<file path="config.mk">
export PLATFORM = sky130hd
export DESIGN_NAME = move_tracker_flat
export DESIGN_NICKNAME = d
export VERILOG_FILES = /design/src/rtl/rat_pkg.sv /design/src/rtl/move_tracker_if.sv /design/src/rtl/move_fifo.sv /design/src/rtl/move_tracker.sv /design/src/flat_wrapper.sv
export SDC_FILE = /design/constraint.sdc
export NUM_CORES = 1
export LEC_CHECK = 0
export ABC_AREA = 1
export BUFFER_PORTS_ARGS = -buffer_cell sky130_fd_sc_hd__buf_4
export CAP_MARGIN = 10
export CORE_MARGIN = 3
export CORE_UTILIZATION = 59
export CTS_CLUSTER_SIZE = 10
export DETAILED_ROUTE_END_ITERATION = 16
export GPL_TIMING_DRIVEN = 0
export PLACE_DENSITY = 0.79
export SLEW_MARGIN = 0
export SYNTH_ARGS = -nofsm -noshare
export SYNTH_HDL_FRONTEND = slang
export SYNTH_SLANG_ARGS = --single-unit
</file>
<file path="constraint.sdc">
create_clock -name clk -period 2.7 [get_ports clk]
set_input_delay 0.54 -clock clk [delete_from_list [all_inputs] [get_ports clk]]
set_output_delay 0.54 -clock clk [all_outputs]
set_load 0.005 [all_outputs]
</file>
<file path="src/rtl/rat_pkg.sv">
// Shared move encodings, grid limits and the tracker state type.
package rat_pkg;

    localparam logic [1:0] MOVE_UP    = 2'b00;
    localparam logic [1:0] MOVE_RIGHT = 2'b01;
    localparam logic [1:0] MOVE_LEFT  = 2'b10;
    localparam logic [1:0] MOVE_DOWN  = 2'b11;

    localparam logic [3:0] GRID_MAX = 4'd15;
    localparam logic [3:0] START_X  = 4'd0;
    localparam logic [3:0] START_Y  = 4'd0;
    localparam logic [3:0] GOAL_X   = 4'd15;
    localparam logic [3:0] GOAL_Y   = 4'd15;

    typedef enum logic [2:0] {
        IDLE    = 3'd0,
        COLLECT = 3'd1,
        REPLAY  = 3'd2,
        FIN     = 3'd3,
        ERR     = 3'd4
    } state_t;

endpackage

</file>
<file path="src/rtl/move_tracker_if.sv">
// Move input channel and position output channel of the move tracker.
interface move_tracker_if;

    logic       move_valid;
    logic [1:0] move;
    logic       move_last;
    logic       move_ready;
    logic [3:0] pos_x;
    logic [3:0] pos_y;
    logic       pos_valid;
    logic       out_ready;

    modport master (
        output move_valid, move, move_last, out_ready,
        input  move_ready, pos_x, pos_y, pos_valid
    );

    modport slave (
        input  move_valid, move, move_last, out_ready,
        output move_ready, pos_x, pos_y, pos_valid
    );

endinterface

</file>
<file path="src/rtl/move_fifo.sv">
// DEPTH x 2-bit move buffer with show-ahead read; clr empties it like rst.
module move_fifo #(
    parameter int DEPTH = 16
) (
    input  logic                     clk,
    input  logic                     rst,
    input  logic                     clr,
    input  logic                     push,
    input  logic [1:0]               din,
    input  logic                     pop,
    output logic [1:0]               dout,
    output logic                     full,
    output logic                     empty,
    output logic [$clog2(DEPTH):0]   count
);

    localparam int AW = $clog2(DEPTH);

    logic [1:0]    mem [DEPTH];
    logic [AW-1:0] wr_ptr;
    logic [AW-1:0] rd_ptr;
    logic          push_ok;
    logic          pop_ok;

    assign full    = (count == (AW+1)'(DEPTH));
    assign empty   = (count == '0);
    assign push_ok = push && !full;
    assign pop_ok  = pop && !empty;
    assign dout    = mem[rd_ptr];

    always_ff @(posedge clk) begin
        if (push_ok) mem[wr_ptr] <= din;
    end

    // Pointers wrap for free because DEPTH is a power of two.
    always_ff @(posedge clk) begin
        if (rst || clr) begin
            wr_ptr <= '0;
            rd_ptr <= '0;
            count  <= '0;
        end else begin
            if (push_ok) wr_ptr <= wr_ptr + 1'b1;
            if (pop_ok)  rd_ptr <= rd_ptr + 1'b1;
            case ({push_ok, pop_ok})
                2'b10:   count <= count + 1'b1;
                2'b01:   count <= count - 1'b1;
                default: count <= count;
            endcase
        end
    end

endmodule

</file>
<file path="src/rtl/move_tracker.sv">
// Collects a path of grid moves, then replays it as a stream of positions.
// Build option MOVE_TRACKER_BOUNDS_CHECK_EN: out-of-grid moves raise error instead of wrapping.
module move_tracker
    import rat_pkg::*;
#(
    parameter int DEPTH = 16
) (
    input  logic                 clk,
    input  logic                 rst,
    input  logic                 start,
    move_tracker_if.slave        trk,
    output logic [7:0]           step_count,
    output logic                 done,
    output logic                 at_goal,
    output logic                 error
);

    state_t                   state, state_nxt;
    logic                     fifo_full, fifo_empty;
    logic [1:0]               fifo_dout;
    logic [$clog2(DEPTH):0]   fifo_count;
    logic                     move_ready, push, pop, clr, hs_out, bad;
    logic [3:0]               pos_x, pos_y, nxt_x, nxt_y;
    logic                     pos_valid;

    move_fifo #(.DEPTH(DEPTH)) u_fifo (
        .clk   (clk),
        .rst   (rst),
        .clr   (clr),
        .push  (push),
        .din   (trk.move),
        .pop   (pop),
        .dout  (fifo_dout),
        .full  (fifo_full),
        .empty (fifo_empty),
        .count (fifo_count)
    );

    assign trk.move_ready = move_ready;
    assign trk.pos_x      = pos_x;
    assign trk.pos_y      = pos_y;
    assign trk.pos_valid  = pos_valid;
    assign push           = trk.move_valid && move_ready;
    assign hs_out         = pos_valid && trk.out_ready;

    // 4-bit arithmetic gives the modulo-16 wrap directly.
    always_comb begin
        nxt_x = pos_x;
        nxt_y = pos_y;
        unique case (fifo_dout)
            MOVE_UP:    nxt_x = pos_x - 4'd1;
            MOVE_RIGHT: nxt_y = pos_y + 4'd1;
            MOVE_LEFT:  nxt_y = pos_y - 4'd1;
            MOVE_DOWN:  nxt_x = pos_x + 4'd1;
        endcase
    end

`ifdef MOVE_TRACKER_BOUNDS_CHECK_EN
    logic oob;
    assign oob = (fifo_dout == MOVE_UP    && pos_x == '0)       ||
                 (fifo_dout == MOVE_DOWN  && pos_x == GRID_MAX) ||
                 (fifo_dout == MOVE_LEFT  && pos_y == '0)       ||
                 (fifo_dout == MOVE_RIGHT && pos_y == GRID_MAX);
    assign bad = pop && oob;
`else
    assign bad = 1'b0;
`endif

    always_ff @(posedge clk) begin
        if (rst) state <= IDLE;
        else     state <= state_nxt;
    end

    always_comb begin
        state_nxt = state;
        case (state)
            IDLE:    if (start) state_nxt = COLLECT;
            COLLECT: if (push && trk.move_last) state_nxt = REPLAY;
            REPLAY: begin
                if (bad) state_nxt = ERR;
                else if (hs_out && fifo_count == '0) state_nxt = FIN;
            end
            FIN, ERR: if (start) state_nxt = COLLECT;
            default: state_nxt = IDLE;
        endcase
    end

    always_comb begin
        move_ready = (state == COLLECT) && !fifo_full;
        pop        = (state == REPLAY) && !fifo_empty && (!pos_valid || trk.out_ready);
        clr        = start && (state == IDLE || state == FIN || state == ERR);
    end

    always_ff @(posedge clk) begin
        if (rst || clr) begin
            pos_x      <= START_X;
            pos_y      <= START_Y;
            pos_valid  <= 1'b0;
            step_count <= '0;
            done       <= 1'b0;
            at_goal    <= 1'b0;
        end else begin
            if (hs_out && step_count != 8'hff) step_count <= step_count + 8'd1;
            if (pop && !bad) begin
                pos_x     <= nxt_x;
                pos_y     <= nxt_y;
                pos_valid <= 1'b1;
            end else if (hs_out) begin
                pos_valid <= 1'b0;
            end
            if (state == REPLAY && state_nxt == FIN) begin
                done    <= 1'b1;
                at_goal <= (pos_x == GOAL_X) && (pos_y == GOAL_Y);
            end
        end
    end

`ifdef MOVE_TRACKER_BOUNDS_CHECK_EN
    always_ff @(posedge clk) begin
        if (rst || clr) error <= 1'b0;
        else if (bad)   error <= 1'b1;
    end
`else
    assign error = 1'b0;
`endif

endmodule

</file>
<file path="src/flat_wrapper.sv">
// flat-port wrapper written by rule: the top's interface ports become plain ports
module move_tracker_flat import rat_pkg::*;
#(
    parameter int DEPTH = 16
)
  (clk, rst, start, step_count, done, at_goal, error, trk_move_valid, trk_move, trk_move_last, trk_out_ready, trk_move_ready, trk_pos_x, trk_pos_y, trk_pos_valid);
  move_tracker_if trk_i ();
  input  logic clk;
  input  logic rst;
  input  logic start;
  output logic [7:0] step_count;
  output logic done;
  output logic at_goal;
  output logic error;
  input wire logic [$bits(trk_i.move_valid)-1:0] trk_move_valid;
  input wire logic [$bits(trk_i.move)-1:0] trk_move;
  input wire logic [$bits(trk_i.move_last)-1:0] trk_move_last;
  input wire logic [$bits(trk_i.out_ready)-1:0] trk_out_ready;
  output wire logic [$bits(trk_i.move_ready)-1:0] trk_move_ready;
  output wire logic [$bits(trk_i.pos_x)-1:0] trk_pos_x;
  output wire logic [$bits(trk_i.pos_y)-1:0] trk_pos_y;
  output wire logic [$bits(trk_i.pos_valid)-1:0] trk_pos_valid;
  assign trk_i.move_valid = trk_move_valid;
  assign trk_i.move = trk_move;
  assign trk_i.move_last = trk_move_last;
  assign trk_i.out_ready = trk_out_ready;
  assign trk_move_ready = trk_i.move_ready;
  assign trk_pos_x = trk_i.pos_x;
  assign trk_pos_y = trk_i.pos_y;
  assign trk_pos_valid = trk_i.pos_valid;
  move_tracker #(.DEPTH(DEPTH)) u_core (.clk(clk), .rst(rst), .start(start), .trk(trk_i), .step_count(step_count), .done(done), .at_goal(at_goal), .error(error));
endmodule
</file>
==> run_results.csv, run 1 <==
group,metric,value,unit
critical_path,path_class,"flip-flop to flip-flop",
critical_path,crit_arrival,2.79,ns
final_layout,antenna_cells,0,
critical_path,startpoint_type,"flip-flop",
clock_network,cts.clk_slew.worst_paths,0.08,ns
clock_network,hold_buffers,0,
floorplanning,io_pins,29,
clock_network,numClockSinks,71,
place,dp_hpwl,4.82,mm
critical_path,path_common_cell,"inv_1",
power,leakage,1.56,nW
global_route,grt_pass1_vias,2478,
critical_path,crit_chain,"clkbuf_4, buf_6, o21ai_0, o21ai_1, o211ai_1, nand2_1, inv_1, ha_2, inv_1, fa_1, xnor2_1, nand3_1, a21oi_1",
global_route,grt_max_degree,17,
logic_synthesis,synth_fp_nets,398,
timing,fmax,0.399,GHz
logic_synthesis,async_flop_share,0,
timing,fin_worst_skew,0.00574,ns
timing,slew_violations,0,
power,p_seq_frac,0.501,
clock_network,cts_tree,"built",
route,wire_per_inst,14.1,um
route,drtAntennaViolNets,0,
route,drt_iter0_markers,146,
clock_network,clock_latency,0.34,ns
power,p_sw,0.000563,W
place,place_congestion,0.861,
power,p_int,0.00174,W
clock_network,cts-htree-levels,3,
worst_hold_path,whs_endpoint,"u_core.state[2]",
timing,period_share,0.929,
global_route,grt.overflow.total,0,
logic_synthesis,synth.most_common_cell,"nand2_1",
route,drt-pass1-iter-count,5,
logic_synthesis,yosys.area.top_type,"edfxtp_1",
power,swShare,0.245,
logic_synthesis,synth-seq-cells,71,
final_layout,areaGrowthSynthToFinish,16.8,%
logic_synthesis,yosys-top-cells-count,"nand2_1 (50), nor2_1 (48), inv_1 (45)",
logic_synthesis,synth_cells,374,
timing,hold_viol,0,
logic_synthesis,yosysSeqAreaShare,0.511,
run,drv_cap,0,
floorplanning,core,5540,sq um
power,ir_drop,0.325,mV
logic_synthesis,synth.distinct_cells,39,
route,num_vias,2653,
critical_path,r2r_slack,0.19,ns
final_layout,fin_nets,435,
timing,fin_tns_setup,0,ns
floorplanning,rows,27,
critical_path,crit_fanout,10,
critical_path,endpoint_kind,"flip-flop",
floorplanning,dieArea,6730,sq um
critical_path,cp_slowest_cell,"fa_1",
logic_synthesis,synth_ff_type,"dfxtp_1",
route,viasPerCell,5.44,
route,wirelength,6.90,mm
outcome,status,"complete, no violations",
final_layout,drive_gt1_frac,0.183,
route,drc,0,
logic_synthesis,syn_area_per_cell,9.12,sq um
critical_path,rr_worst_depth,13,
critical_path,r2r_end,"u_core.trk.pos_y[2]",
power,combPwrFrac,0.092,
floorplanning,die_w,82.0,um
logic_synthesis,syn-cell-area,3410,sq um
clock_network,clockBufferDepth,2,
power,clkPwrFrac,0.407,
global_route,grt_pass1_wl,11.3,mm
worst_hold_path,holdPathStages,2,
final_layout,multi_input_area,1480,sq um
final_layout,utilization,0.719,
final_layout,register_area,1740,sq um
floorplanning,die_h,82.0,um
logic_synthesis,synth_top_cell_area_share,0.282,
global_route,antenna_found_initial,0,
logic_synthesis,synth.area.top_cells,"edfxtp_1 (28%), dfxtp_1 (23%), nand2_1 (5.5%)",
critical_path,required,2.98,ns
clock_network,ctsRootBufferMaster,"clkbuf_8",
worst_hold_path,min-delay-start,"start",
clock_network,cts-buffers-inserted,9,
timing,setup_viol,0,
global_route,grt_util_all_layers,0.225,
logic_synthesis,synth_edf_count,32,
timing,min_period,2.51,ns
worst_hold_path,min_path_type,"input port to flip-flop",
floorplanning,start_util,0.616,
logic_synthesis,yosysWarnings,0,
critical_path,max_stage_delay,0.39,ns
power,power_density,578,nW/um^2
final_layout,fillers,426,
place,port_buffers,27,
cells in the final DEF (no fill, tap or decap), types with 2 or more instances in the layout:
| master | netlist | routed |
|---|---|---|
| a211oi_1 | 2 | 2 |
| a21oi_1 | 36 | 35 |
| a21oi_2 | 2 | 3 |
| a31oi_1 | 2 | 2 |
| buf_4 | 2 | 29 |
| buf_6 | 1 | 3 |
| bufinv_16 | 0 | 2 |
| clkbuf_8 | 0 | 9 |
| clkinv_2 | 1 | 3 |
| clkinv_4 | 0 | 2 |
| dfxtp_1 | 39 | 38 |
| edfxtp_1 | 32 | 32 |
| fa_1 | 2 | 2 |
| ha_1 | 14 | 10 |
| ha_2 | 0 | 2 |
| ha_4 | 0 | 2 |
| inv_1 | 45 | 44 |
| inv_2 | 3 | 3 |
| mux2i_1 | 8 | 8 |
| nand2_1 | 50 | 49 |
| nand2_2 | 2 | 3 |
| nand3_1 | 14 | 14 |
| nand4_1 | 5 | 5 |
| nor2_1 | 48 | 48 |
| nor2_4 | 2 | 2 |
| nor3_1 | 2 | 2 |
| nor3b_1 | 2 | 2 |
| o211ai_1 | 8 | 8 |
| o21a_1 | 3 | 3 |
| o21ai_0 | 23 | 19 |
| o21ai_1 | 3 | 7 |
| xnor2_1 | 4 | 4 |
| xor2_1 | 5 | 4 |
how the worst max path moves through the flow:
stage | from | to | slack (ns) | cells after the start
CTS | flip-flop | u_core.trk.pos_y[3] | 0.01 | 15
floorplan | flip-flop | u_core.trk.pos_y[3] | 0.33 | 16
detailed placement | flip-flop | u_core.trk.pos_y[3] | -0.03 | 14
global route | flip-flop | u_core.trk.pos_x[3] | -0.008 | 16
global placement | flip-flop | u_core.trk.pos_y[3] | 0.01 | 14
finish | flip-flop | u_core.trk.pos_y[2] | 0.19 | 13
flip-flops by register name, indices dropped and copies added, names as in the netlist, 3 cells and up, named ones only:
name	count
u_core.trk.pos_x	4
u_core.u_fifo.mem	32
u_core.u_fifo.wr_ptr	4
u_core.step_count	8
u_core.u_fifo.count	5
u_core.state	3
u_core.trk.pos_y	4
u_core.u_fifo.rd_ptr	4
cells by family (layout without fill, tap and decap cells):
family	count (synthesis)	after routing	share of synthesized area
other	1	1	0.00110
xor gates and xnor gates	9	9	0.0231
buffers and inverters	57	99	0.0690
AOI/OAI and AO/OA	81	81	0.136
DFF	71	71	0.511
muxes	8	8	0.0235
adders and majority gates	16	16	0.0631
and+or+nand+nor	131	131	0.173
critical path, delay by kind of cell, from the launching register on:
| family | cells | cell delay [ns] |
|---|---|---|
| AND/OR/NAND/NOR | 2 | 0.22 |
| adder cells (fa/ha/maj) | 2 | 0.60 |
| flip-flops | 1 | 0.30 |
| XOR/XNOR | 1 | 0.20 |
| buffers and inverters | 4 | 0.51 |
| AO/OA/AOI/OAI | 4 | 0.59 |
routing by layer:
metal  global-route usage  up-vias  routed length, um
li1                     -     1340                  -
met3               0.0362       13                354
met1                0.282     1225               3020
met2                0.376       75               3390
met4                0.111        0                140
met5                    0        -                  0
per-stage QoR:
| step | instances | worst slack (ns) | power [W] | hold WS [ns] | cell area [sq um] |
|---|---|---|---|---|---|
| finish | 488 | 0.191 | 0.00230 | 0.366 | 3980 |
| global route | 488 | -0.00830 | 0.00238 | 0.360 | 3980 |
| CTS | 488 | 0.0124 | 0.00230 | 0.353 | 3920 |
| detailed placement | 473 | -0.0336 | 0.00138 | 0.460 | 3700 |
| global placement | 473 | 0.0150 | 0.00137 | 0.454 | 3700 |
| floorplan | 374 | 0.333 | 0.00132 | 0.459 | 3410 |
final cells by class:
class | count | area share
tap | 72 | 0.0226
inverter | 49 | 0.0471
buffer | 7 | 0.0154
timing repair buffer | 27 | 0.0509
sequential | 71 | 0.438
clock buffer | 9 | 0.0311
clock inverter | 7 | 0.0242
multi-input combinational | 246 | 0.371
timing repair:
| item | 4_1_cts | 5_1_grt |
|---|---|---|
| pin swaps | 0 | 4 |
| buffers inserted | 0 | 0 |
| gates resized for setup | 0 | 21 |
| endpoints found under the setup margin | 2 | 5 |
power by group through the flow:
| stage | clock network [W] | registers [W] | logic (W) |
|---|---|---|---|
| global placement | 0 | 0.00118 | 0.000194 |
| detailed placement | 0 | 0.00118 | 0.000200 |
| floorplan | 0 | 0.00117 | 0.000143 |
| global route | 0.000991 | 0.00116 | 0.000237 |
| finish | 0.000936 | 0.00115 | 0.000212 |
| CTS | 0.000944 | 0.00115 | 0.000204 |
(Power assumes the default switching activity.)
==> inputs of run 2 (changes only) <==
--- a/config.mk
+++ b/config.mk
@@ -14,6 +14,7 @@
 export DETAILED_ROUTE_END_ITERATION = 16
 export GPL_TIMING_DRIVEN = 0
 export PLACE_DENSITY = 0.79
+export REMOVE_ABC_BUFFERS = 1
 export SLEW_MARGIN = 0
 export SYNTH_ARGS = -nofsm -noshare
 export SYNTH_HDL_FRONTEND = slang
==> run_results.csv, run 2 (synthesis results as in run 1) <==
group,metric,value,unit
critical_path,crit_chain,"buf_4, a21oi_1, o21ai_0, o211ai_1, nand3_1, nand2_1, ha_1, inv_2, ha_1, a21oi_1, nand2_1, xor2_1, nor2_1, o21ai_1, a21oi_1",
timing,slew_violations,0,
final_layout,areaGrowthSynthToFinish,15.7,%
critical_path,crit_arrival,2.81,ns
critical_path,path_class,"flip-flop to flip-flop",
worst_hold_path,min_path_type,"input port to flip-flop",
floorplanning,die_w,82.0,um
worst_hold_path,min-delay-start,"start",
critical_path,r2r_end,"u_core.trk.pos_x[3]",
floorplanning,rows,27,
floorplanning,die_h,82.0,um
critical_path,startpoint_type,"flip-flop",
final_layout,final_cell_mix,"nand2_1 (50), nor2_1 (48), inv_1 (44)",
final_layout,multi_input_area,1440,sq um
critical_path,cp_slowest_cell,"dfxtp_4",
timing,min_period,2.54,ns
clock_network,cts_tree,"built",
route,wirelength,6.73,mm
timing,fmax,0.394,GHz
global_route,antenna_found_initial,0,
global_route,grt.overflow.total,0,
route,viasPerCell,5.42,
clock_network,numClockSinks,71,
clock_network,cts.clk_slew.worst_paths,0.08,ns
critical_path,r2r_slack,0.16,ns
final_layout,fin_nets,433,
route,wire_per_inst,13.9,um
floorplanning,dieArea,6730,sq um
final_layout,antenna_cells,0,
timing,hold_viol,0,
final_layout,postLayoutCellArea,3950,sq um
final_layout,layout_commonest_cell,"nand2_1",
final_layout,drive_gt1_frac,0.164,
power,power_density,588,nW/um^2
critical_path,max_stage_delay,0.39,ns
power,leakage,1.56,nW
clock_network,clockBufferDepth,2,
clock_network,cts-htree-levels,3,
critical_path,required,2.97,ns
place,port_buffers,27,
route,top_layer,"met4",
run,drv_cap,0,
power,ir_drop,0.366,mV
place,dp_hpwl,4.51,mm
clock_network,cts-buffers-inserted,9,
critical_path,endpoint_kind,"flip-flop",
worst_hold_path,holdPathStages,2,
timing,rsz0062_at_grt,"true",
clock_network,hold_buffers,0,
route,met3_length,313,um
global_route,grt_pass1_wl,10.9,mm
route,drt_iter0_markers,183,
final_layout,largest_reg_flops,32,
route,num_vias,2635,
timing,slew-limit-headroom,0.643,
final_layout,register_area,1750,sq um
timing,setup_viol,0,
timing,period_share,0.941,
floorplanning,start_util,0.616,
route,drtAntennaViolNets,0,
floorplanning,io_pins,29,
final_layout,utilization,0.713,
route,drc,0,
final_layout,reg.largest.list,"u_core.u_fifo.mem x32, u_core.step_count x8, u_core.u_fifo.count x5",
timing,fin_worst_skew,0.00926,ns
critical_path,path_common_cell,"a21oi_1",
route,wl_met2,3.28,mm
clock_network,clock_latency,0.34,ns
place,place_congestion,0.816,
global_route,grt_util_all_layers,0.213,
critical_path,crit_fanout,8,
floorplanning,core,5540,sq um
timing,max_slew.worst_pin.slew,0.534,ns
route,wl_met1,3.07,mm
outcome,status,"complete, no violations",
final_layout,fillers,408,
final_layout,largest-register,"u_core.u_fifo.mem",
worst_hold_path,whs_endpoint,"u_core.state[2]",
route,drt-pass1-iter-count,5,
critical_path,rr_worst_depth,15,
global_route,grt_max_degree,25,
clock_network,ctsRootBufferMaster,"clkbuf_8",
place,dpl_cell_area,3650,sq um
global_route,grt_pass1_vias,2460,
==> run 2: cell count changes in the layout (fill, tap and decap cells not counted), moves of 2 or more <==
cell | previous run | this run
ha_1 | 10 | 14
buf_6 | 3 | 0
o21ai_0 | 19 | 22
o21ai_1 | 7 | 4
buf_4 | 29 | 31
ha_2 | 2 | 0
ha_4 | 2 | 0
==> run 2: routing by layer <==
metal | GRT usage | up-vias
li1 | - | 1321
met5 | 0 | -
met4 | 0.108 | 0
met1 | 0.270 | 1249
met2 | 0.350 | 57
met3 | 0.0362 | 8
==> run 2: worst max-delay path by stage <==
stage | end | depth (start not counted) | startpoint
detailed placement | u_core.trk.pos_x[3] | 14 | flip-flop
CTS | u_core.trk.pos_x[3] | 14 | flip-flop
global route | u_core.trk.pos_x[3] | 14 | flip-flop
finish | u_core.trk.pos_x[3] | 15 | flip-flop
floorplan | u_core.trk.pos_y[3] | 13 | flip-flop
global placement | u_core.trk.pos_y[3] | 13 | flip-flop
==> run 2: final cells by class <==
class / count / area share
Clock buffer: 11 / 0.0387
Clock inverter: 5 / 0.0200
Inverter: 49 / 0.0469
Multi-Input combinational cell: 246 / 0.365
Sequential cell: 71 / 0.442
Tap cell: 72 / 0.0228
Timing Repair Buffer: 32 / 0.0640
==> run 2: what timing repair did <==
action / CTS / global route
setup buffers: 0 / 5
pin swaps: 0 / 2
endpoints found under the setup margin: 6 / 5
resized for setup: 1 / 5
hold endpoints to repair: 0 / 0
==> run 2: metrics by stage <==
stage | TNS, ns | hold slack (ns) | worst slack [ns] | std cells | total power, W
5_1_grt | -0.0506 | 0.349 | -0.0427 | 486 | 0.00241
3_3_place_gp | -0.401 | 0.458 | -0.220 | 465 | 0.00136
2_1_floorplan | 0 | 0.459 | 0.156 | 366 | 0.00131
4_1_cts | 0 | 0.354 | 0.0122 | 481 | 0.00233
6_report | 0 | 0.372 | 0.159 | 486 | 0.00232
3_5_place_dp | -0.613 | 0.460 | -0.260 | 465 | 0.00137
==> run 2: critical path: cells and delay by family (launching register included) <==
family,cells,cell delay [ns]
adders and majority gates,2,0.53
buffers and inverters,2,0.22
xor gates and xnor gates,1,0.14
and+or+nand+nor,4,0.42
AOI/OAI and AO/OA,6,0.76
DFF,1,0.39
==> run 2: power breakdown <==
part / switching (W) / internal [W]
clock: 0.000397 / 0.000575
sequential: 0.0000174 / 0.00114
combinational: 0.000125 / 0.0000697
==> inputs of run 3 (changes only) <==
--- a/config.mk
+++ b/config.mk
@@ -5,7 +5,6 @@
 export SDC_FILE = /design/constraint.sdc
 export NUM_CORES = 1
 export LEC_CHECK = 0
-export ABC_AREA = 1
 export BUFFER_PORTS_ARGS = -buffer_cell sky130_fd_sc_hd__buf_4
 export CAP_MARGIN = 10
 export CORE_MARGIN = 3
@@ -13,7 +12,7 @@
 export CTS_CLUSTER_SIZE = 10
 export DETAILED_ROUTE_END_ITERATION = 16
 export GPL_TIMING_DRIVEN = 0
-export PLACE_DENSITY = 0.79
+export PLACE_DENSITY = 0.83
 export REMOVE_ABC_BUFFERS = 1
 export SLEW_MARGIN = 0
 export SYNTH_ARGS = -nofsm -noshare
==> run_results.csv, run 3 <==
group,metric,value,unit
power,p_sw,0.000487,W
outcome,violations,"negative setup slack",
critical_path,cp_slowest_cell,"mux4_2",
run,drv_cap,0,
clock_network,ctsRootBufferMaster,"clkbuf_8",
final_layout,drive_gt1_frac,0.295,
place,dpl_cell_area,3580,sq um
critical_path,endpoint_kind,"flip-flop",
global_route,grt_pass1_vias,2306,
critical_path,crit_path_end,"u_core.trk.pos_x[3]",
logic_synthesis,yosys.area.top_type,"edfxtp_1",
clock_network,numClockSinks,71,
logic_synthesis,synth-seq-cells,71,
floorplanning,die_w,81.6,um
power,p_seq_frac,0.536,
power,power_density,527,nW/um^2
final_layout,reg.largest.list,"u_core.u_fifo.mem x32, u_core.step_count x8, u_core.u_fifo.count x5",
critical_path,r2r_end,"u_core.trk.pos_x[3]",
route,wirelength,6.97,mm
final_layout,largest-register,"u_core.u_fifo.mem",
power,p_int,0.00163,W
logic_synthesis,async_flop_share,0,
logic_synthesis,synth.distinct_cells,50,
critical_path,required,2.96,ns
route,drt_iter0_markers,163,
timing,slew-limit-headroom,0.250,
place,pre_cts_slack,-0.700,ns
timing,period_share,1.08,
place,place_congestion,0.774,
clock_network,cts-buffers-inserted,9,
global_route,grt_pass1_wl,11.3,mm
timing,min_period,2.90,ns
logic_synthesis,syn-cell-area,3370,sq um
timing,slew_violations,0,
power,clkPwrFrac,0.402,
timing,hold_ws,0.388,ns
route,drc,0,
floorplanning,io_pins,29,
final_layout,antenna_cells,0,
route,viasPerCell,5.82,
clock_network,clock_latency,0.35,ns
critical_path,path_class,"flip-flop to flip-flop",
floorplanning,die_h,81.6,um
logic_synthesis,yosysSeqAreaShare,0.516,
power,swShare,0.230,
final_layout,final_cell_mix,"nor2_1 (43), buf_4 (41), dfxtp_1 (32), edfxtp_1 (32)",
power,combPwrFrac,0.062,
final_layout,layout_commonest_cell,"nor2_1",
place,dp_hpwl,4.15,mm
route,drt-pass1-iter-count,4,
final_layout,areaGrowthSynthToFinish,19.0,%
logic_synthesis,yosysWarnings,0,
global_route,grt.overflow.total,0,
clock_network,clockBufferDepth,2,
outcome,status,"complete, but fails checks",
logic_synthesis,synth.area.top_cells,"edfxtp_1 (28%), dfxtp_1 (23%), mux4_2 (6.7%)",
final_layout,fin_nets,358,
global_route,antenna_found_initial,0,
clock_network,cts_tree,"built",
floorplanning,rows,26,
floorplanning,core,5300,sq um
logic_synthesis,synth_edf_count,32,
clock_network,cts-htree-levels,3,
critical_path,r2r_slack,-0.20,ns
worst_hold_path,min_path_type,"input port to flip-flop",
power,ir_drop,0.361,mV
floorplanning,start_util,0.636,
critical_path,crit_arrival,3.17,ns
place,port_buffers,27,
critical_path,max_stage_delay,0.55,ns
global_route,grt_max_degree,36,
timing,max_slew.worst_pin.slew,1.13,ns
route,num_vias,2379,
critical_path,rr_worst_depth,10,
power,finalPower,0.00211,W
floorplanning,dieArea,6660,sq um
timing,fmax,0.345,GHz
final_layout,postLayoutCellArea,4010,sq um
logic_synthesis,synth.most_common_cell,"nor2_1",
logic_synthesis,syn_area_per_cell,11.4,sq um
route,drtAntennaViolNets,0,
final_layout,utilization,0.757,
critical_path,crit_fanout,8,
logic_synthesis,synth_ff_type,"dfxtp_1",
timing,worst_slack,-0.203,ns
critical_path,crit_chain,"mux4_2, mux4_2, ha_4, inv_4, ha_4, a21o_1, a21oi_2, xnor2_1, or3_1, a21oi_1",
power,leakage,1.42,nW
critical_path,startpoint_type,"flip-flop",
timing,rsz0062_at_grt,"true",
logic_synthesis,synth_cells,297,
timing,setup_viol,3,
timing,hold_viol,0,
global_route,grt_util_all_layers,0.231,
clock_network,cts.clk_slew.worst_paths,0.07,ns
logic_synthesis,synth_top_cell_area_share,0.285,
final_layout,largest_reg_flops,32,
route,wire_per_inst,17.0,um
timing,fin_worst_skew,0.00879,ns
logic_synthesis,yosys-top-cells-count,"nor2_1 (43), dfxtp_1 (39), edfxtp_1 (32)",
[run 3: layout make-up]
type / count / area [sq um]
Clock buffer: 13 / 181
Clock inverter: 3 / 22.5
Fill cell: 349 / 1290
Inverter: 13 / 51.3
Multi-Input combinational cell: 198 / 1600
Sequential cell: 71 / 1760
Tap cell: 70 / 87.6
Timing Repair Buffer: 41 / 308
[run 3: how the worst min path moves through the flow]
| stage | from | end | cells after the start |
|---|---|---|---|
| detailed placement | u_core.done | u_core.done | 2 |
| global route | start | u_core.state[2] | 2 |
| CTS | start | u_core.state[2] | 2 |
| global placement | u_core.done | u_core.done | 2 |
| floorplan | u_core.done | u_core.done | 2 |
| finish | start | u_core.state[2] | 2 |
[run 3: per-layer routing]
layer,track usage,vias to the layer above,share of wire
li1,-,1126,-
met1,0.291,1163,0.40
met2,0.387,82,0.53
met3,0.0461,8,0.060
met4,0.0980,0,0.011
met5,0,-,0
[run 3: power groups by stage]
stage	combinational (W)	clock [W]	sequential (W)
after CTS	0.000121	0.000858	0.00113
after detailed placement	0.000104	0	0.00116
after global routing	0.000142	0.000921	0.00113
after floorplan	0.0000669	0	0.00116
final	0.000131	0.000850	0.00113
after global placement	0.000101	0	0.00116
[run 3: stage by stage]
step | setup TNS (ns) | cells
after floorplan | -0.773 | 282
after global placement | -2.21 | 379
after detailed placement | -3.04 | 379
after CTS | -0.301 | 404
after global routing | -0.994 | 409
final | -0.435 | 409
[run 3: critical path: cells and delay by family, from the launching register on]
| kind | cells | cell delay, ns |
|---|---|---|
| buffers and inverters | 1 | 0.07 |
| adder cells (fa/ha/maj) | 2 | 0.39 |
| AO/OA/AOI/OAI | 3 | 0.43 |
| flip-flops | 1 | 0.45 |
| AND/OR/NAND/NOR | 1 | 0.32 |
| XOR/XNOR | 1 | 0.09 |
| multiplexers | 2 | 1.09 |
[run 3: kinds of logic after synthesis]
family,share of synthesized area
DFF,0.516
muxes,0.0816
buffers and inverters,0.0404
adders and majority gates,0.0638
xor gates and xnor gates,0.0519
and+or+nand+nor,0.165
other,0.00111
AOI/OAI and AO/OA,0.0797
[run 3: timing repair]
item	CTS	global route
gates resized for setup	22	11
pin swaps	10	8
buffers inserted	9	5
hold buffers	0	0
setup endpoints to repair	10	6
cloned	0	0
